`config.mk`:
```
export PLATFORM = sky130hd
export DESIGN_NAME = fetch_sequencer_flat
export DESIGN_NICKNAME = d
export VERILOG_FILES = /design/src/rtl/fetch_sequencer_if.sv /design/src/rtl/fetch_sequencer.sv /design/src/flat_wrapper.sv
export SDC_FILE = /design/constraint.sdc
export NUM_CORES = 1
export LEC_CHECK = 0
export ABC_AREA = 1
export CAP_MARGIN = 20
export CORE_ASPECT_RATIO = 1.75
export CORE_MARGIN = 4
export CORE_UTILIZATION = 52
export CTS_CLUSTER_DIAMETER = 50
export DETAILED_ROUTE_END_ITERATION = 16
export PLACE_DENSITY = 0.85
export SLEW_MARGIN = 10
export SYNTH_ARGS = -nofsm -noshare
export SYNTH_HDL_FRONTEND = slang
export SYNTH_SLANG_ARGS = --single-unit
```
`constraint.sdc`:
```
create_clock -name clk -period 6 [get_ports clk]
set_input_delay 1.2 -clock clk [delete_from_list [all_inputs] [get_ports clk]]
set_output_delay 1.2 -clock clk [all_outputs]
set_load 0.01 [all_outputs]
```
`src/rtl/fetch_sequencer_if.sv`:
```
// Bundle between the fetch sequencer, the instruction ROM, decode and trap/redirect sources.
// master = fetch_sequencer side, slave = ROM/decode/core side.
interface fetch_sequencer_if;
    logic [31:0] imem_pc;
    logic [31:0] imem_id;
    logic        id_valid;
    logic [31:0] id_instr;
    logic [31:0] id_pc;
    logic        id_fault;
    logic        id_ready;
    logic        redirect_vld;
    logic [31:0] redirect_pc;
    logic        illop_req;
    logic        irq;
    logic [31:0] xp_out;
    logic        xp_we;
    logic        sup;

    modport master (
        output imem_pc, input imem_id,
        output id_valid, output id_instr, output id_pc, output id_fault, input id_ready,
        input redirect_vld, input redirect_pc, input illop_req, input irq,
        output xp_out, output xp_we, output sup
    );

    modport slave (
        input imem_pc, output imem_id,
        input id_valid, input id_instr, input id_pc, input id_fault, output id_ready,
        output redirect_vld, output redirect_pc, output illop_req, output irq,
        input xp_out, input xp_we, input sup
    );
endinterface

```
`src/rtl/fetch_sequencer.sv`:
```
// PC owner / ROM sequencer with a 2-entry queue to decode; handles redirects, illop traps, irq.
// Latency: first id 2 cycles after reset, 1 cycle after a flush; backpressure: id_ready=0 fills the queue and freezes fetch.
module fetch_sequencer #(
    parameter logic [31:0] RESET_ADDR = 32'h8000_0000,
    parameter logic [31:0] ILLOP_ADDR = 32'h8000_01F0,
    parameter logic [31:0] XADR_ADDR  = 32'h8000_01F8,
    parameter int unsigned IMEM_WORDS = 128
) (
    input  logic              clk,
    input  logic              rst,
    fetch_sequencer_if.master bus
);
    typedef enum logic [1:0] {S_BOOT, S_RUN, S_FLUSH} state_t;

    typedef struct packed {
        logic [31:0] pc;
        logic [31:0] instr;
        logic        fault;
    } entry_t;

    state_t      state, state_nxt;
    entry_t      q [2];
    entry_t      head_ent;
    logic [31:0] fetch_pc;
    logic        head;
    logic        tail;
    logic [1:0]  count;
    logic        sup_r;
    logic        stop;
    logic [31:0] xp_out_r;
    logic        xp_we_r;

    logic        valid;
    logic        fault_now;
    logic        take_illop, take_irq, take_redir, flush;
    logic        push, pop;

    assign valid     = (count != 2'd0);
    assign head_ent  = q[head];
    assign tail      = head ^ count[0];
    assign fault_now = ({3'b000, fetch_pc[30:2]} >= IMEM_WORDS);

    assign bus.imem_pc  = {1'b0, fetch_pc[30:2], 2'b00};
    assign bus.id_valid = valid;
    assign bus.id_instr = valid ? head_ent.instr : 32'h0;
    assign bus.id_pc    = valid ? head_ent.pc    : 32'h0;
    assign bus.id_fault = valid & head_ent.fault;
    assign bus.xp_out   = xp_out_r;
    assign bus.xp_we    = xp_we_r;
    assign bus.sup      = sup_r;

    always_ff @(posedge clk) begin
        if (rst) state <= S_BOOT;
        else     state <= state_nxt;
    end

    // Event priority illop > irq > redirect; any taken event squashes both pop and push.
    always_comb begin
        state_nxt  = state;
        take_illop = 1'b0;
        take_irq   = 1'b0;
        take_redir = 1'b0;
        push       = 1'b0;
        pop        = 1'b0;
        if (valid && bus.illop_req)          take_illop = 1'b1;
        else if (valid && bus.irq && !sup_r) take_irq   = 1'b1;
        else if (bus.redirect_vld)           take_redir = 1'b1;
        flush = take_illop | take_irq | take_redir;
        pop   = valid & bus.id_ready & ~flush;
        case (state)
            S_BOOT:  state_nxt = S_RUN;
            default: begin
                state_nxt = S_RUN;
                push      = ~stop & ((count != 2'd2) | pop);
            end
        endcase
        if (flush) begin
            state_nxt = S_FLUSH;
            push      = 1'b0;
        end
    end

    always_ff @(posedge clk) begin
        if (push) q[tail] <= '{fetch_pc, (fault_now ? 32'h0 : bus.imem_id), fault_now};
    end

    always_ff @(posedge clk) begin
        if (rst) begin
            fetch_pc <= RESET_ADDR;
            head     <= 1'b0;
            count    <= 2'd0;
            sup_r    <= 1'b1;
            stop     <= 1'b0;
            xp_out_r <= 32'h0;
            xp_we_r  <= 1'b0;
        end else begin
            xp_we_r <= take_illop | take_irq;
            if (flush) begin
                head  <= 1'b0;
                count <= 2'd0;
                stop  <= 1'b0;
                if (take_illop || take_irq) begin
                    fetch_pc <= take_illop ? ILLOP_ADDR : XADR_ADDR;
                    sup_r    <= 1'b1;
                    xp_out_r <= head_ent.pc + 32'd4;
                end else begin
                    // User mode cannot raise the supervisor bit through a jump.
                    fetch_pc <= {bus.redirect_pc[31] & sup_r, bus.redirect_pc[30:0] & 31'h7FFF_FFFC};
                    sup_r    <= bus.redirect_pc[31] & sup_r;
                end
            end else begin
                if (push) begin
                    fetch_pc <= {fetch_pc[31], fetch_pc[30:0] + 31'd4};
                    if (fault_now) stop <= 1'b1;
                end
                if (pop) head <= ~head;
                count <= count + {1'b0, push} - {1'b0, pop};
            end
        end
    end
endmodule

```
`src/flat_wrapper.sv`:
```
// flat-port wrapper written by rule: the top's interface ports become plain ports
module fetch_sequencer_flat 
#(
    parameter logic [31:0] RESET_ADDR = 32'h8000_0000,
    parameter logic [31:0] ILLOP_ADDR = 32'h8000_01F0,
    parameter logic [31:0] XADR_ADDR  = 32'h8000_01F8,
    parameter int unsigned IMEM_WORDS = 128
)
  (clk, rst, bus_imem_pc, bus_imem_id, bus_id_valid, bus_id_instr, bus_id_pc, bus_id_fault, bus_id_ready, bus_redirect_vld, bus_redirect_pc, bus_illop_req, bus_irq, bus_xp_out, bus_xp_we, bus_sup);
  fetch_sequencer_if bus_i ();
  input  logic clk;
  input  logic rst;
  output wire logic [$bits(bus_i.imem_pc)-1:0] bus_imem_pc;
  input wire logic [$bits(bus_i.imem_id)-1:0] bus_imem_id;
  output wire logic [$bits(bus_i.id_valid)-1:0] bus_id_valid;
  output wire logic [$bits(bus_i.id_instr)-1:0] bus_id_instr;
  output wire logic [$bits(bus_i.id_pc)-1:0] bus_id_pc;
  output wire logic [$bits(bus_i.id_fault)-1:0] bus_id_fault;
  input wire logic [$bits(bus_i.id_ready)-1:0] bus_id_ready;
  input wire logic [$bits(bus_i.redirect_vld)-1:0] bus_redirect_vld;
  input wire logic [$bits(bus_i.redirect_pc)-1:0] bus_redirect_pc;
  input wire logic [$bits(bus_i.illop_req)-1:0] bus_illop_req;
  input wire logic [$bits(bus_i.irq)-1:0] bus_irq;
  output wire logic [$bits(bus_i.xp_out)-1:0] bus_xp_out;
  output wire logic [$bits(bus_i.xp_we)-1:0] bus_xp_we;
  output wire logic [$bits(bus_i.sup)-1:0] bus_sup;
  assign bus_imem_pc = bus_i.imem_pc;
  assign bus_i.imem_id = bus_imem_id;
  assign bus_id_valid = bus_i.id_valid;
  assign bus_id_instr = bus_i.id_instr;
  assign bus_id_pc = bus_i.id_pc;
  assign bus_id_fault = bus_i.id_fault;
  assign bus_i.id_ready = bus_id_ready;
  assign bus_i.redirect_vld = bus_redirect_vld;
  assign bus_i.redirect_pc = bus_redirect_pc;
  assign bus_i.illop_req = bus_illop_req;
  assign bus_i.irq = bus_irq;
  assign bus_xp_out = bus_i.xp_out;
  assign bus_xp_we = bus_i.xp_we;
  assign bus_sup = bus_i.sup;
  fetch_sequencer #(.RESET_ADDR(RESET_ADDR), .ILLOP_ADDR(ILLOP_ADDR), .XADR_ADDR(XADR_ADDR), .IMEM_WORDS(IMEM_WORDS)) u_core (.clk(clk), .rst(rst), .bus(bus_i));
endmodule
```
* Yosys cells after proc, flatten, opt, wreduce, memory -nomap -nowiden
Memories as Yosys holds them, arrays and structs flattened. A register that Yosys moved wholly into a read port is not among the register bits.
Cells that the tools add are included.
** Operators by class
- Add/subtract/negate cells :: 4
- Order comparisons :: 1
- Equal/unequal tests :: 1
- Mux-type cells :: 21
- Bitwise gates (word level) :: 12
- Reductions and logical operators :: 11
** Operators by type and width (number)
- 32-bit two-way mux :: 5
- 32-bit by 3-bit adder with 32-bit output (second input constant) :: 1
- 31-bit by 3-bit adder with 31-bit output (second input constant) :: 1
- 31-bit two-way mux :: 1
- 29-bit by 8-bit greater-or-equal comparator with 1-bit output (second input constant) :: 1
- 1-bit two-way mux :: 13
- 1-bit bitwise AND :: 5
- 4-bit two-way mux :: 1
- 2-bit AND reduction :: 2
- 2-bit nonzero test :: 2
- 1-bit logical AND :: 3
- 1-bit NOT :: 3
- 1-bit OR :: 3
- 2-bit by 1-bit adder with 2-bit output :: 1
- 2-bit zero test :: 1
- 2-bit two-way mux :: 1
- 2-bit inequality test (second input constant) :: 1
- 2-bit OR reduction :: 1
- 2-bit by 1-bit subtractor with 2-bit output :: 1
- 1-bit zero test :: 1
- 1-bit logical OR :: 1
- 1-bit bitwise XOR :: 1
** Storage, ports and cells
- Register bits :: 72
- Memory bits (writable) :: 130
- Bits of input ports :: 70
- Output and inout port bits :: 132
- Word-level logic and storage cells :: 60
- Memories :: 1
** Memory list
- u_core.q :: words 2, bits a word 65, read ports 1, clocked after memory_dff 1, write ports 1, line fetch_sequencer.sv:22 : entry_t q [2];

* Logic depth before layout (Yosys ltp)
- Depth in word-level cells :: 15
- Gate-level depth with buffers :: 14
- Gate-level depth less buffers :: 12

* Worst setup path before layout
Ideal clock, no wire load.
- Path type :: input -> register
- Start :: input port bus_redirect_vld
- End :: memory u_core.q[0][0] (netlist name) (enable)
- Arrival :: 4430 ps
- Data required time :: 5516 ps
- Path slack :: 1086 ps
- Stages :: 5
- Path buffers :: 2
- Cells stage by stage :: clkbuf_1 -> nor2_4 -> buf_6 -> nand3_1 -> nor2_1
** On the way
- Cells in the longest elaborated chain, start to end :: 12
** Ends and longest elaborated chain
- start, declared :: line flat_wrapper.sv:20 : input wire logic [$bits(bus_i.redirect_vld)-1:0] bus_redirect_vld;
- 1-bit two-way mux (*) :: line fetch_sequencer.sv:67 : else if (bus.redirect_vld) take_redir = 1'b1;
- 1-bit two-way mux (*) :: line fetch_sequencer.sv:66 : else if (valid && bus.irq && !sup_r) take_irq = 1'b1;
- 1-bit two-way mux (*) :: line fetch_sequencer.sv:65 : if (valid && bus.illop_req) take_illop = 1'b1;
- 1-bit OR (*) :: line fetch_sequencer.sv:68 : flush = take_illop | take_irq | take_redir;
- 1-bit NOT :: line fetch_sequencer.sv:69 : pop = valid & bus.id_ready & ~flush;
- 1-bit bitwise AND :: line fetch_sequencer.sv:69
- 1-bit OR :: line fetch_sequencer.sv:74 : push = ~stop & ((count != 2'd2) | pop);
- 1-bit bitwise AND :: line fetch_sequencer.sv:74
- 1-bit two-way mux :: line fetch_sequencer.sv:70 : case (state)
- 1-bit two-way mux (*) :: line fetch_sequencer.sv:77 : if (flush) begin
- 1-bit two-way mux (*) (2 in series) :: line fetch_sequencer.sv:84 : if (push) q[tail] <= '{fetch_pc, (fault_now ? 32'h0 : bus.imem_id), fault_now};
- end, declared :: line fetch_sequencer.sv:22
Every way passes the cells marked *; elsewhere a longest branch is shown, timed or not.

==> results.json <==
{
  "drive_gt1_frac": 0.0502,
  "arrival_ns": 2.92,
  "cts_resized": 0,
  "num-fill-cells": 1546,
  "clockBufferDepth": 2,
  "power.density_nw_per_um2": 251,
  "grt_pass1_vias": 8601,
  "rsz0062_at_grt": "no",
  "min_period_over_period": 0.686,
  "path_clk_slew_ns": 0.08,
  "core.rowCount": 67,
  "slowest_delay_ns": 0.83,
  "maxCapViolCount": 0,
  "mostFrequentLayoutCells": "nand2_1 (385), nor2_1 (213), clkdlybuf4s50_1 (192)",
  "syn_area_um2": 10100,
  "finalNonFillerCells": 1696,
  "cts.sinks": 195,
  "p_int_w": 0.00231,
  "place_hpwl_um": 19900,
  "dieHeight_um": 192,
  "pin_count": 202,
  "die_area_um2": 21800,
  "place_congestion": 0.907,
  "post-cts-setup-buffer-count": 0,
  "path_class": "register to output pin",
  "p_comb_frac": 0.145,
  "cts_hold_buffers": 0,
  "die_w_um": 113,
  "dr.first_iter.drc_count": 590,
  "switching_power_w": 0.000840,
  "max_slew_margin": 0.343,
  "ys_seq_elements": 195,
  "tightest_slew_ns": 0.982,
  "ys_seq_area_frac": 0.511,
  "fmaxAchievable_ghz": 0.243,
  "syn_inst": 1299,
  "initial_core_util": 0.528,
  "vias_per_cell": 5.25,
  "overflow": 0,
  "drv_slew": 0,
  "setup_violations": 0,
  "worstPathMaxFanout": 70,
  "swShare": 0.267,
  "num_vias": 8906,
  "multi_input_area_um2": 3920,
  "end_kind": "output pin",
  "worstSetupStartpointType": "register",
  "tritoncts": "yes",
  "grtUsageTotal": 0.252,
  "port-buffer-count": 192,
  "syn_avg_cell_area_um2": 7.78,
  "cts_root_buf": "clkbuf_16",
  "slowest_stage": "dfxtp_2",
  "post_drt_wl_per_cell_um": 16.2,
  "fin_tns_setup_ns": 0,
  "cts_buffers": 17,
  "cp.required_ns": 4.80,
  "remaining_drc_errors": 0,
  "grt_pass1_wl_um": 43200,
  "final_common_cell": "nand2_1",
  "place_inst": 1661,
  "seqCellArea_um2": 5170,
  "p_seq_frac": 0.497,
  "fin_nets": 1517,
  "clk_latency_ns": 0.45,
  "clockPowerShare": 0.357,
  "htree_levels": 4,
  "drtPass1Iterations": 5,
  "crit_path_cell_trace": "inv_6 -> or2_2 -> o21ai_1 -> nor2_1 -> clkdlybuf4s50_1",
  "antenna_found_initial": 0,
  "yosysWarnings": 0,
  "synth_cell_types": 40,
  "leakage_nw": 5.17,
  "antenna_cells": 0,
  "vdd_ir_drop_max_uv": 187,
  "grt_max_degree": 71,
  "status": "finished clean",
  "fin_crit_ns": 4.12,
  "hold_viol": 0,
  "finClkSkew_ns": 0.0141,
  "area_growth_pct": 24.3,
  "hold_path.class": "register to register",
  "wirelength_um": 27500,
  "coreArea_um2": 19100,
  "ant_nets": 0
}
-- area by class of cell --
cell class | count | share of cell area
clock buffer | 23 | 0.0399
clock inverter | 9 | 0.00668
inverter | 141 | 0.0426
multi-input combinational | 885 | 0.312
sequential | 195 | 0.411
tap | 241 | 0.0240
timing repair buffer | 202 | 0.163
-- worst paths after layout --
check,startpoint,to,slack [ns],depth (start not counted)
worst min register to register,u_core.fetch_pc[31]$_SDFFE_PP1N_,u_core.q[0][64]$_DFFE_PP_,0.50,0
worst max register to register,u_core.count[0]$_SDFF_PP0_,u_core.q[0][59]$_DFFE_PP_,2.83,8
worst max-delay path,register,bus_id_pc[31],1.88,5
worst min-delay path,u_core.fetch_pc[31]$_SDFFE_PP1N_,u_core.q[0][64]$_DFFE_PP_,0.50,0
-- routing by layer --
metal | up-vias | track usage | share of wire
met5 | - | 0 | 0
met4 | 0 | 0.150 | 0.054
met3 | 87 | 0.0433 | 0.054
met2 | 344 | 0.463 | 0.53
met1 | 4089 | 0.265 | 0.36
li1 | 4386 | - | -
-- power groups by stage --
stage	logic, W	clock network [W]	registers [W]
2_1_floorplan	0.000273	0	0.00158
3_3_place_gp	0.000438	0	0.00159
3_5_place_dp	0.000449	0	0.00159
4_1_cts	0.000452	0.00113	0.00156
5_1_grt	0.000504	0.00119	0.00157
6_report	0.000457	0.00112	0.00157
-- state kept, by name (all words and copies together), names as in the netlist, named ones only --
register           count
u_core.bus.sup         1
u_core.count           2
u_core.stop            1
u_core.fetch_pc       30
u_core.head            1
u_core.bus.xp_out     30
u_core.q             126
u_core.bus.xp_we       1
u_core.state           2
-- metrics by stage --
stage               setup slack [ns]   util  hold WS (ns)  area (um2)  power [W]
finish                          1.88  0.657         0.499       12600    0.00315
global route                    1.72  0.657         0.498       12600    0.00327
CTS                             1.87  0.654         0.495       12500    0.00315
detailed placement              1.57  0.623         0.452       11900    0.00204
global placement                1.63  0.622         0.443       11900    0.00203
floorplan                       1.09      -         0.426       10100    0.00185
-- synth_stat cells --
library cell / instances / area [um2]
nand3_4: 1 / 17.5
a21oi_1: 64 / 320
ha_1: 5 / 62.6
a31oi_1: 1 / 6.26
nand4_2: 1 / 12.5
conb_1: 1 / 3.75
buf_6: 6 / 67.6
or2_2: 4 / 25.0
o21ai_2: 1 / 8.76
inv_1: 134 / 503
nand2_4: 3 / 33.8
inv_2: 4 / 15.0
nor2_2: 8 / 50.1
o21ai_0: 76 / 380
nor3_1: 3 / 15.0
buf_4: 39 / 293
nor2_4: 2 / 22.5
o21bai_1: 6 / 45.0
clkbuf_2: 1 / 5.00
nor3b_1: 1 / 7.51
edfxtp_1: 126 / 3780
nand3_1: 59 / 295
dfxtp_1: 69 / 1380
clkbuf_1: 27 / 101
xor2_1: 5 / 43.8
buf_2: 9 / 45.0
xnor2_1: 8 / 70.1
inv_6: 1 / 8.76
a22o_1: 1 / 8.76
buf_1: 2 / 7.51
o21ai_1: 3 / 15.0
clkinv_1: 2 / 7.51
nand2_2: 5 / 31.3
nand3b_1: 5 / 37.5
nand2_1: 385 / 1450
a21oi_4: 1 / 16.3
nor2_1: 215 / 807
o211ai_1: 4 / 30.0
nand4_1: 10 / 62.6
a311oi_1: 1 / 8.76
-- critical path: cells and delay by family (launching register included) --
| kind | cells | cell delay (ns) |
|---|---|---|
| buf+inv | 2 | 0.89 |
| simple gates | 2 | 0.45 |
| compound gates | 1 | 0.24 |
| flops | 1 | 0.83 |
-- kinds of logic after synthesis --
group / Yosys count / synth area share
other: 1 / 0.000371
AND/OR/NAND/NOR: 702 / 0.283
adder cells (fa/ha/maj): 5 / 0.00619
XOR/XNOR: 13 / 0.0113
flip-flops: 195 / 0.511
AO/OA/AOI/OAI: 158 / 0.0831
buffers and inverters: 225 / 0.104
Note: power is estimated with default switching activity, not from simulation.
